`config.mk`:
```
export PLATFORM = sky130hd
export DESIGN_NAME = cmos_capture
export DESIGN_NICKNAME = d
export VERILOG_FILES = /design/src/rtl/dvp_byte_pack.sv /design/src/rtl/cmos_capture.sv
export SDC_FILE = /design/constraint.sdc
export NUM_CORES = 1
export LEC_CHECK = 0
export ABC_AREA = 1
export CAP_MARGIN = 20
export CORE_ASPECT_RATIO = 1.4
export CORE_MARGIN = 4
export CORE_UTILIZATION = 46
export DETAILED_ROUTE_END_ITERATION = 6
export PLACE_DENSITY = 0.67
export SLEW_MARGIN = 20
export SYNTH_ARGS = -nofsm -noshare
export SYNTH_HDL_FRONTEND = slang
export SYNTH_HIERARCHICAL = 1
export SYNTH_SLANG_ARGS = --single-unit
```
`constraint.sdc`:
```
create_clock -name clk -period 2.7 [get_ports clk]
set_clock_uncertainty 0.05 [all_clocks]
set_input_delay 0.54 -clock clk [delete_from_list [all_inputs] [get_ports clk]]
set_output_delay 0.54 -clock clk [all_outputs]
set_load 0.02 [all_outputs]
```
`src/rtl/dvp_byte_pack.sv`:
```
// ----------------------------------------------------------------------------
// dvp_byte_pack
// Pairs consecutive DVP bytes into one 16-bit RGB565 word. The first byte of
// a pair is the high byte (R[4:0] G[5:3]) and the second is the low byte
// (G[2:0] B[4:0]). The formed word and its strobe are combinational on the
// second byte, so the parent can register them with its own qualifiers.
//
// Ports:
//   clk      pixel clock
//   rst_n    asynchronous active-low reset
//   clear    forces the pairing back to the high-byte phase
//   en       a valid byte is present on data this cycle
//   data     registered DVP byte
//   pix      {high byte, current byte}, meaningful when pix_stb is set
//   pix_stb  second byte of a pair is present this cycle
//   phase    0 = expecting high byte, 1 = high byte held, expecting low byte
// ----------------------------------------------------------------------------
module dvp_byte_pack (
   input  logic        clk,
   input  logic        rst_n,
   input  logic        clear,
   input  logic        en,
   input  logic [7:0]  data,
   output logic [15:0] pix,
   output logic        pix_stb,
   output logic        phase
);

   logic [7:0] hi_byte;

   // Toggle between high and low byte on every accepted byte. Clearing wins
   // so that a dangling odd byte never leaks into the next line.
   always_ff @(posedge clk or negedge rst_n) begin
      if (!rst_n) begin
         phase   <= 1'b0;
         hi_byte <= 8'd0;
      end else if (clear) begin
         phase <= 1'b0;
      end else if (en) begin
         if (!phase) begin
            hi_byte <= data;
         end
         phase <= ~phase;
      end
   end

   assign pix     = {hi_byte, data};
   assign pix_stb = en & phase & ~clear;

endmodule

```
`src/rtl/cmos_capture.sv`:
```
// ----------------------------------------------------------------------------
// cmos_capture
// Camera front end: turns the 8-bit DVP stream (vsync/href/data) into RGB565
// pixels with sop/eop framing. Start-up frames are skipped after the sensor
// configuration completes. Over-long lines are cropped, and short lines,
// odd byte counts and early vsyncs raise frame_err, so that downstream only
// sees frames with correct framing.
//
// Ports:
//   clk        pixel clock (camera pclk)
//   rst_n      asynchronous active-low reset
//   cfg_done   sensor configuration complete (level)
//   cam_vsync  frame sync, rising edge starts a frame
//   cam_href   line valid
//   cam_data   DVP byte, high byte of each pixel first
//   dout_sop   first pixel of frame, qualified by dout_vld
//   dout_eop   last pixel of frame, qualified by dout_vld
//   dout_vld   pixel valid
//   dout       RGB565 pixel
//   frame_err  one-cycle pulse on a malformed line or frame
//   frame_cnt  frames delivered with eop, wraps at 255
// ----------------------------------------------------------------------------
module cmos_capture #(
   parameter int H_ACT       = 640,
   parameter int V_ACT       = 480,
   parameter int SKIP_FRAMES = 10
) (
   input  logic        clk,
   input  logic        rst_n,
   input  logic        cfg_done,
   input  logic        cam_vsync,
   input  logic        cam_href,
   input  logic [7:0]  cam_data,
   output logic        dout_sop,
   output logic        dout_eop,
   output logic        dout_vld,
   output logic [15:0] dout,
   output logic        frame_err,
   output logic [7:0]  frame_cnt
);

   typedef enum logic [1:0] {IDLE, SKIP, WAIT_VS, ACTIVE} state_t;

   localparam logic [10:0] X_MAX  = 11'(H_ACT);
   localparam logic [10:0] Y_MAX  = 11'(V_ACT);
   localparam logic [10:0] X_LAST = 11'(H_ACT - 1);
   localparam logic [10:0] Y_LAST = 11'(V_ACT - 1);
   localparam logic [7:0]  SKIP_N = 8'(SKIP_FRAMES);

   state_t      state;
   logic [10:0] x_cnt;
   logic [10:0] y_cnt;
   logic [7:0]  skip_cnt;

   logic        vsync_r, vsync_r2;
   logic        href_r, href_r2;
   logic [7:0]  data_r;

   logic        vs_rise;
   logic        href_fall;
   logic        pack_en;
   logic        pack_clear;
   logic [15:0] pix;
   logic        pix_stb;
   logic        phase;
   logic        in_frame;
   logic        is_last;

   // Camera inputs are registered once; the second stage only exists to
   // find the vsync rising edge and the href falling edge.
   always_ff @(posedge clk or negedge rst_n) begin
      if (!rst_n) begin
         vsync_r  <= 1'b0;
         vsync_r2 <= 1'b0;
         href_r   <= 1'b0;
         href_r2  <= 1'b0;
         data_r   <= 8'd0;
      end else begin
         vsync_r  <= cam_vsync;
         vsync_r2 <= vsync_r;
         href_r   <= cam_href;
         href_r2  <= href_r;
         data_r   <= cam_data;
      end
   end

   assign vs_rise    = vsync_r & ~vsync_r2;
   assign href_fall  = ~href_r & href_r2;
   assign pack_en    = (state == ACTIVE) & href_r;
   assign pack_clear = href_fall | (state != ACTIVE);
   assign in_frame   = (x_cnt < X_MAX) && (y_cnt < Y_MAX);
   assign is_last    = (x_cnt == X_LAST) && (y_cnt == Y_LAST);

   dvp_byte_pack u_pack (
      .clk     (clk),
      .rst_n   (rst_n),
      .clear   (pack_clear),
      .en      (pack_en),
      .data    (data_r),
      .pix     (pix),
      .pix_stb (pix_stb),
      .phase   (phase)
   );

   // Capture FSM with registered outputs. Losing cfg_done abandons whatever
   // is in flight without an error, because the sensor is being reprogrammed
   // rather than misbehaving. An early vsync in ACTIVE is consumed: the FSM
   // waits for the following frame rather than starting on a torn one.
   always_ff @(posedge clk or negedge rst_n) begin
      if (!rst_n) begin
         state     <= IDLE;
         x_cnt     <= 11'd0;
         y_cnt     <= 11'd0;
         skip_cnt  <= 8'd0;
         dout      <= 16'd0;
         dout_vld  <= 1'b0;
         dout_sop  <= 1'b0;
         dout_eop  <= 1'b0;
         frame_err <= 1'b0;
         frame_cnt <= 8'd0;
      end else begin
         dout_vld  <= 1'b0;
         dout_sop  <= 1'b0;
         dout_eop  <= 1'b0;
         frame_err <= 1'b0;
         if (!cfg_done) begin
            state <= IDLE;
         end else begin
            case (state)
               IDLE: begin
                  skip_cnt <= 8'd0;
                  state    <= (SKIP_FRAMES == 0) ? WAIT_VS : SKIP;
               end
               SKIP: begin
                  if (vs_rise) begin
                     skip_cnt <= skip_cnt + 8'd1;
                     if (skip_cnt + 8'd1 >= SKIP_N) begin
                        state <= WAIT_VS;
                     end
                  end
               end
               WAIT_VS: begin
                  if (vs_rise) begin
                     x_cnt <= 11'd0;
                     y_cnt <= 11'd0;
                     state <= ACTIVE;
                  end
               end
               ACTIVE: begin
                  if (vs_rise) begin
                     frame_err <= 1'b1;
                     state     <= WAIT_VS;
                  end else begin
                     if (pix_stb) begin
                        if (x_cnt < X_MAX) begin
                           x_cnt <= x_cnt + 11'd1;
                        end
                        if (in_frame) begin
                           dout     <= pix;
                           dout_vld <= 1'b1;
                           dout_sop <= (x_cnt == 11'd0) && (y_cnt == 11'd0);
                           dout_eop <= is_last;
                           if (is_last) begin
                              frame_cnt <= frame_cnt + 8'd1;
                              state     <= WAIT_VS;
                           end
                        end
                     end
                     // A line ends: odd byte count or a short visible line
                     // are both reported, over-long lines were cropped above.
                     if (href_fall) begin
                        x_cnt <= 11'd0;
                        if (y_cnt < Y_MAX) begin
                           y_cnt <= y_cnt + 11'd1;
                        end
                        if (phase || in_frame) begin
                           frame_err <= 1'b1;
                        end
                     end
                  end
               end
               default: state <= IDLE;
            endcase
         end
      end
   end

endmodule

```
# Word-level counts from Yosys, hierarchy flattened
# Cells that the tools add are included.
# W data, S select, Z words.
# op_classes
addsub,4
magnitude_cmp,3
n_eq_ne,19
n_mux,43
bitwise,11
reduce_logical,17
# op_table
operator,count
$mux W11,8
$pmux W11 S2,2
$reduce_and A6 Y1,4
$add A11 B1 Y11 const B,2
$logic_not A11 Y1,2
$mux W1,22
$add A8 B1 Y8 const B,2
$mux W2,8
$pmux W8 S2,1
$ne A3 B3 Y1 const B,4
$ne A4 B4 Y1 const B,3
$eq A11 B10 Y1 const B,1
$eq A11 B9 Y1 const B,1
$lt A11 B10 Y1 const B,1
$lt A11 B9 Y1 const B,1
$ne A2 B2 Y1 const B,5
$ge A8 B4 Y1 const B,1
$mux W8,1
$pmux W2 S4,1
$reduce_and A3 Y1,2
$reduce_bool A2 Y1,3
$and A1 B1 Y1,5
$not A1 Y1,5
$reduce_and A5 Y1,1
other kinds (8),11
# word_totals
ff_bits,81
in_bits,13
output_inout_bits,28

# Longest topological paths before layout
# logic_depth
word_depth,9
mapped_depth,13
ltp_nobuf,13

# Modules after synthesis
# The synthesis kept the hierarchy.
# by_module_without_submodules
mod,instances,cells_per_inst,area_each_um2,seq_area_each_um2
cmos_capture,1,412,3485.8,1801.7
dvp_byte_pack,1,49,434.2,225.2

# Least setup slack after synthesis
# OpenSTA, ideal clock, no wires.
# synth_timing
path_type,register to register
startpoint,register state[1]
endpoint,register frame_cnt[2]
setup_time_ns,0.122
arrival_ns,1.840
required_ns,2.528
setup_slack_ns,0.688
path_stages_with_launch,12
n_path_buf,1
cell_sequence,dfrtp_1 > nand2_4 > nor2_1 > buf_4 > nand2_1 > nor2_1 > inv_1 > nor3_4 > nand3_1 > nor2_1 > nand2_1 > xor2_1
# synth_via
elab_chain_cells,5
elab_cells_between_ends,8
# synth_rtl
element,line,text
start: declaration,cmos_capture.sv:50,state_t state;
start signal: assignment,cmos_capture.sv:132,state <= (SKIP_FRAMES == 0) ? WAIT_VS : SKIP;
$eq A2 B2 Y1,cmos_capture.sv:89,assign pack_en = (state == ACTIVE) & href_r;
$and A1 B1 Y1,cmos_capture.sv:89,
via pack_en,cmos_capture.sv:61,logic pack_en;
$and A1 B1 Y1 (2 in series),dvp_byte_pack.sv:48,assign pix_stb = en & phase & ~clear;
via pix_stb,cmos_capture.sv:64,logic pix_stb;
$reduce_and A6 Y1 (no source line),n/a,
end signal: assignment,cmos_capture.sv:164,frame_cnt <= frame_cnt + 8'd1;
end: declaration,cmos_capture.sv:39,output logic [7:0] frame_cnt
# The timed path passes the listed nets, and every way through them passes these cells.
# A chain may end at the register's enable or synchronous reset.

# Worst setup path after layout
# layout_timing
startpoint,register state[1]
endpoint,register dout[6]
# layout_via
elab_chain_cells,5
elab_cells_between_ends,8
# layout_rtl
element,line,text
$ne A2 B2 Y1,cmos_capture.sv:90,assign pack_clear = href_fall | (state != ACTIVE);
$or A1 B1 Y1,cmos_capture.sv:90,
via pack_clear,cmos_capture.sv:62,logic pack_clear;
$not A1 Y1 (no source line),n/a,
$and A1 B1 Y1,dvp_byte_pack.sv:48,
via pix_stb,cmos_capture.sv:64,
$reduce_and A5 Y1 (no source line),n/a,
end signal: assignment,cmos_capture.sv:159,dout <= pix;
end: declaration,cmos_capture.sv:37,"output logic [15:0] dout,"
# The timed path passes the listed nets, and every way through them passes these cells.

==> results.txt <==
Final Max Slew Viols: 0
ANT cells: 0
critical path type: reg2reg
vias: 3122
CP required: 2.93 ns
Mapped Nets: 481
DRC: 0
CTS Buf Count: 9
Core Area: 8247 sq um
syn avg cell area: 8.503 sq um
WL/cell: 13.38 um
Die Span Y: 117.2 um
cell area power density: 724.9 nW/um^2
setup violators final: 0
GR Overflow Total: 0
type of the worst min-delay path: in2async
status: finished, final reports clean
Synth cell types: 32
worst relative slew slack: 64.10%
Max Cap Violations: 0
most frequent cell after synthesis: nand2_1
Slowest-stage cell, CP: dfrtp_1
HPWL after detailed placement: 5.844 mm
initial core utilization: 47.53%
top cells by area, synth: dfrtp_1 (52%), nand2_1 (13%), inv_1 (4.7%)
routed vias/inst: 5.126
Max stage delay on crit path: 0.50 ns
worst path arrival time: 2.47 ns
post-synth top area cell: dfrtp_1
Setup crit start kind: flop
Antenna Nets Post-Route: 0
synthesized-area fraction occupied by adder cells: 2.234%
vias in the first global route: 3234
Synth Flop Type: dfrtp_1
Synth Area in Simple Gates: 28.18%
synthesized area: 3920 sq um
Seq/Total Area, Yosys: 51.71%
initial antenna violation count: 0
CTS max path bufs: 2
Sink Count: 81
Port Buffer Count: 40
Cells after Synth: 461
worst path cell trace: nand2_4, inv_2, nand2_1, nor2_1, inv_1, nor3_4, nand3_4, clkinv_2, nand2_1, nand2_1
xor/xnor cell area share of the yosys netlist: 3.128%
Peak supply drop: 0.0004448 V
Max H-tree Level: 3
num ports: 41
Worst Tran Pin Value: 0.5385 ns
clk root buf: clkbuf_16
Async S/R FF share, synth: 100.0%
GRT Total Usage: 18.10%
Final Hold Viols: 0
number of placement rows: 39
cts repair resizes: 0
Final min period: 2.243 ns
cell mode on critical path: nand2_1
CTS tree: built
LEAKAGE: 2.234 nW
Worst-Skew Late Latency: 0.34 ns
GP Congestion: 0.8424
chip width: 86.02 um
Post-synth EDFFs: 0
final cell count without fillers: 609
yosys synthesis warning count: 6
Fillers: 734
largest family of logic cells by synthesized area: simple AND/OR/NAND/NOR gates
multiplexer share of the synthesized area: 0%
1st-pass router iterations: 5
share of the synthesized area in the top cell type: 51.71%
post-route setup TNS: 0 ns
Setup Buffers After CTS: 0
placed cell count: 593
Routed Wire Length: 8.146 mm
# hold bufs at CTS: 0
1st-iter DRT viols: 188
Critical Path Fanout Max: 18
area added between synthesis and finish: 19.82%
Synth Area in Compound Gates: 6.447%
clock-pin slew on the worst setup and hold paths: 0.06 ns
nets: 522
post-route clock period utilization: 83.06%
largest net degree at the start of global routing: 42
unrepaired setup endpoints after global routing: no
first-pass GRT wire length: 14.42 mm
Fmax: 445.9 MHz
#FFs+latches synth: 81
top cells by count, synth: nand2_1 (135), dfrtp_1 (81), inv_1 (49), nor2_1 (35), nand3_1 (28)
layout cell share with drive strength beyond 1: 8.481%
Die Area: 10080 sq um
CP endpoint kind: flop
Final Util: 56.96%
-- path summary, 6_finish.rpt --
kind	start	end	slack (ns)	cells after the start
setup / recovery	state[1]	dout[6]	0.46	10
hold / removal	rst_n	y_cnt[6]	0.13	1
setup reg to reg	state[1]	dout[6]	0.46	10
hold reg to reg	vsync_r	vsync_r2	0.33	0
max in group asynchronous	rst_n	dout[1]	1.89	2
min in group clk	vsync_r	vsync_r2	0.33	0
-- kinds of logic after synthesis --
| kind of cell | after synthesis |
|---|---|
| buf+inv | 69 |
| xor+xnor | 14 |
| fa+ha+maj | 7 |
| compound gates | 45 |
| simple gates | 245 |
| flops | 81 |
-- flip-flops by register name (all words and copies together), names as in the netlist, 2 cells and up --
name	flops
y_cnt	11
x_cnt	11
frame_cnt	8
state	2
skip_cnt	8
u_pack/hi_byte	8
data_r	8
dout	16
-- stage by stage --
step	power [mW]	hold WS, ns	setup WS [ns]	area [sq um]
5_1_grt	3.615	0.1700	0.1872	4697
4_1_cts	3.440	0.1433	0.4526	4697
3_5_place_dp	2.098	0.3181	0.3543	4370
3_3_place_gp	2.090	0.3169	0.4294	4370
6_report	3.405	0.1258	0.4573	4697
2_1_floorplan	1.939	0.1944	0.6881	3920
-- cell usage in the layout (no fill, tap or decap), drive strengths merged --
cell	count
a21oi	16
nand2	141
o21a	1
clkdlybuf4s50	39
clkbuf	9
nand4	15
clkinvlp	2
o21ai	21
xor2	13
nor2	40
nor3	13
nor4	6
bufinv	2
dfrtp	81
nand3	29
o31ai	3
xnor2	1
nand3b	1
ha	7
o22ai	3
buf	5
a211oi	1
clkinv	2
inv	56
-- metal layers --
metal  track usage, %  up-vias  wire, um
met2            29.80       78      4062
met3            4.342       20       345
met1            22.26     1469      3498
met4            8.976        0       240
met5                0        -         0
li1                 -     1555         -
-- worst max-delay path, delay by kind of cell (launching register included) --
kind | cells | cell delay, ns
simple gates | 7 | 1.13
flops | 1 | 0.50
buf+inv | 3 | 0.49
-- where the power goes --
| group | total (mW) | switching, mW | leakage (nW) | internal, mW |
|---|---|---|---|---|
| combinational | 0.609 | 0.400 | 1.01 | 0.209 |
| sequential | 1.47 | 0.122 | 1.07 | 1.35 |
| clock | 1.32 | 0.506 | 0.153 | 0.817 |
| total | 3.40 | 1.03 | 2.23 | 2.38 |
-- layout make-up --
cell class              instances  area [sq um]  area share, %
clock buffers                   9         225.2          4.795
clock inverters                 7         101.3          2.158
inverters                      55         207.7          4.422
multi-input cells             311          1568          33.38
flip-flops and latches         81          2027          43.15
well taps                     102         127.6          2.717
repair buffers                 44         440.4          9.377
No activity file was read; power rests on OpenSTA's default activity.
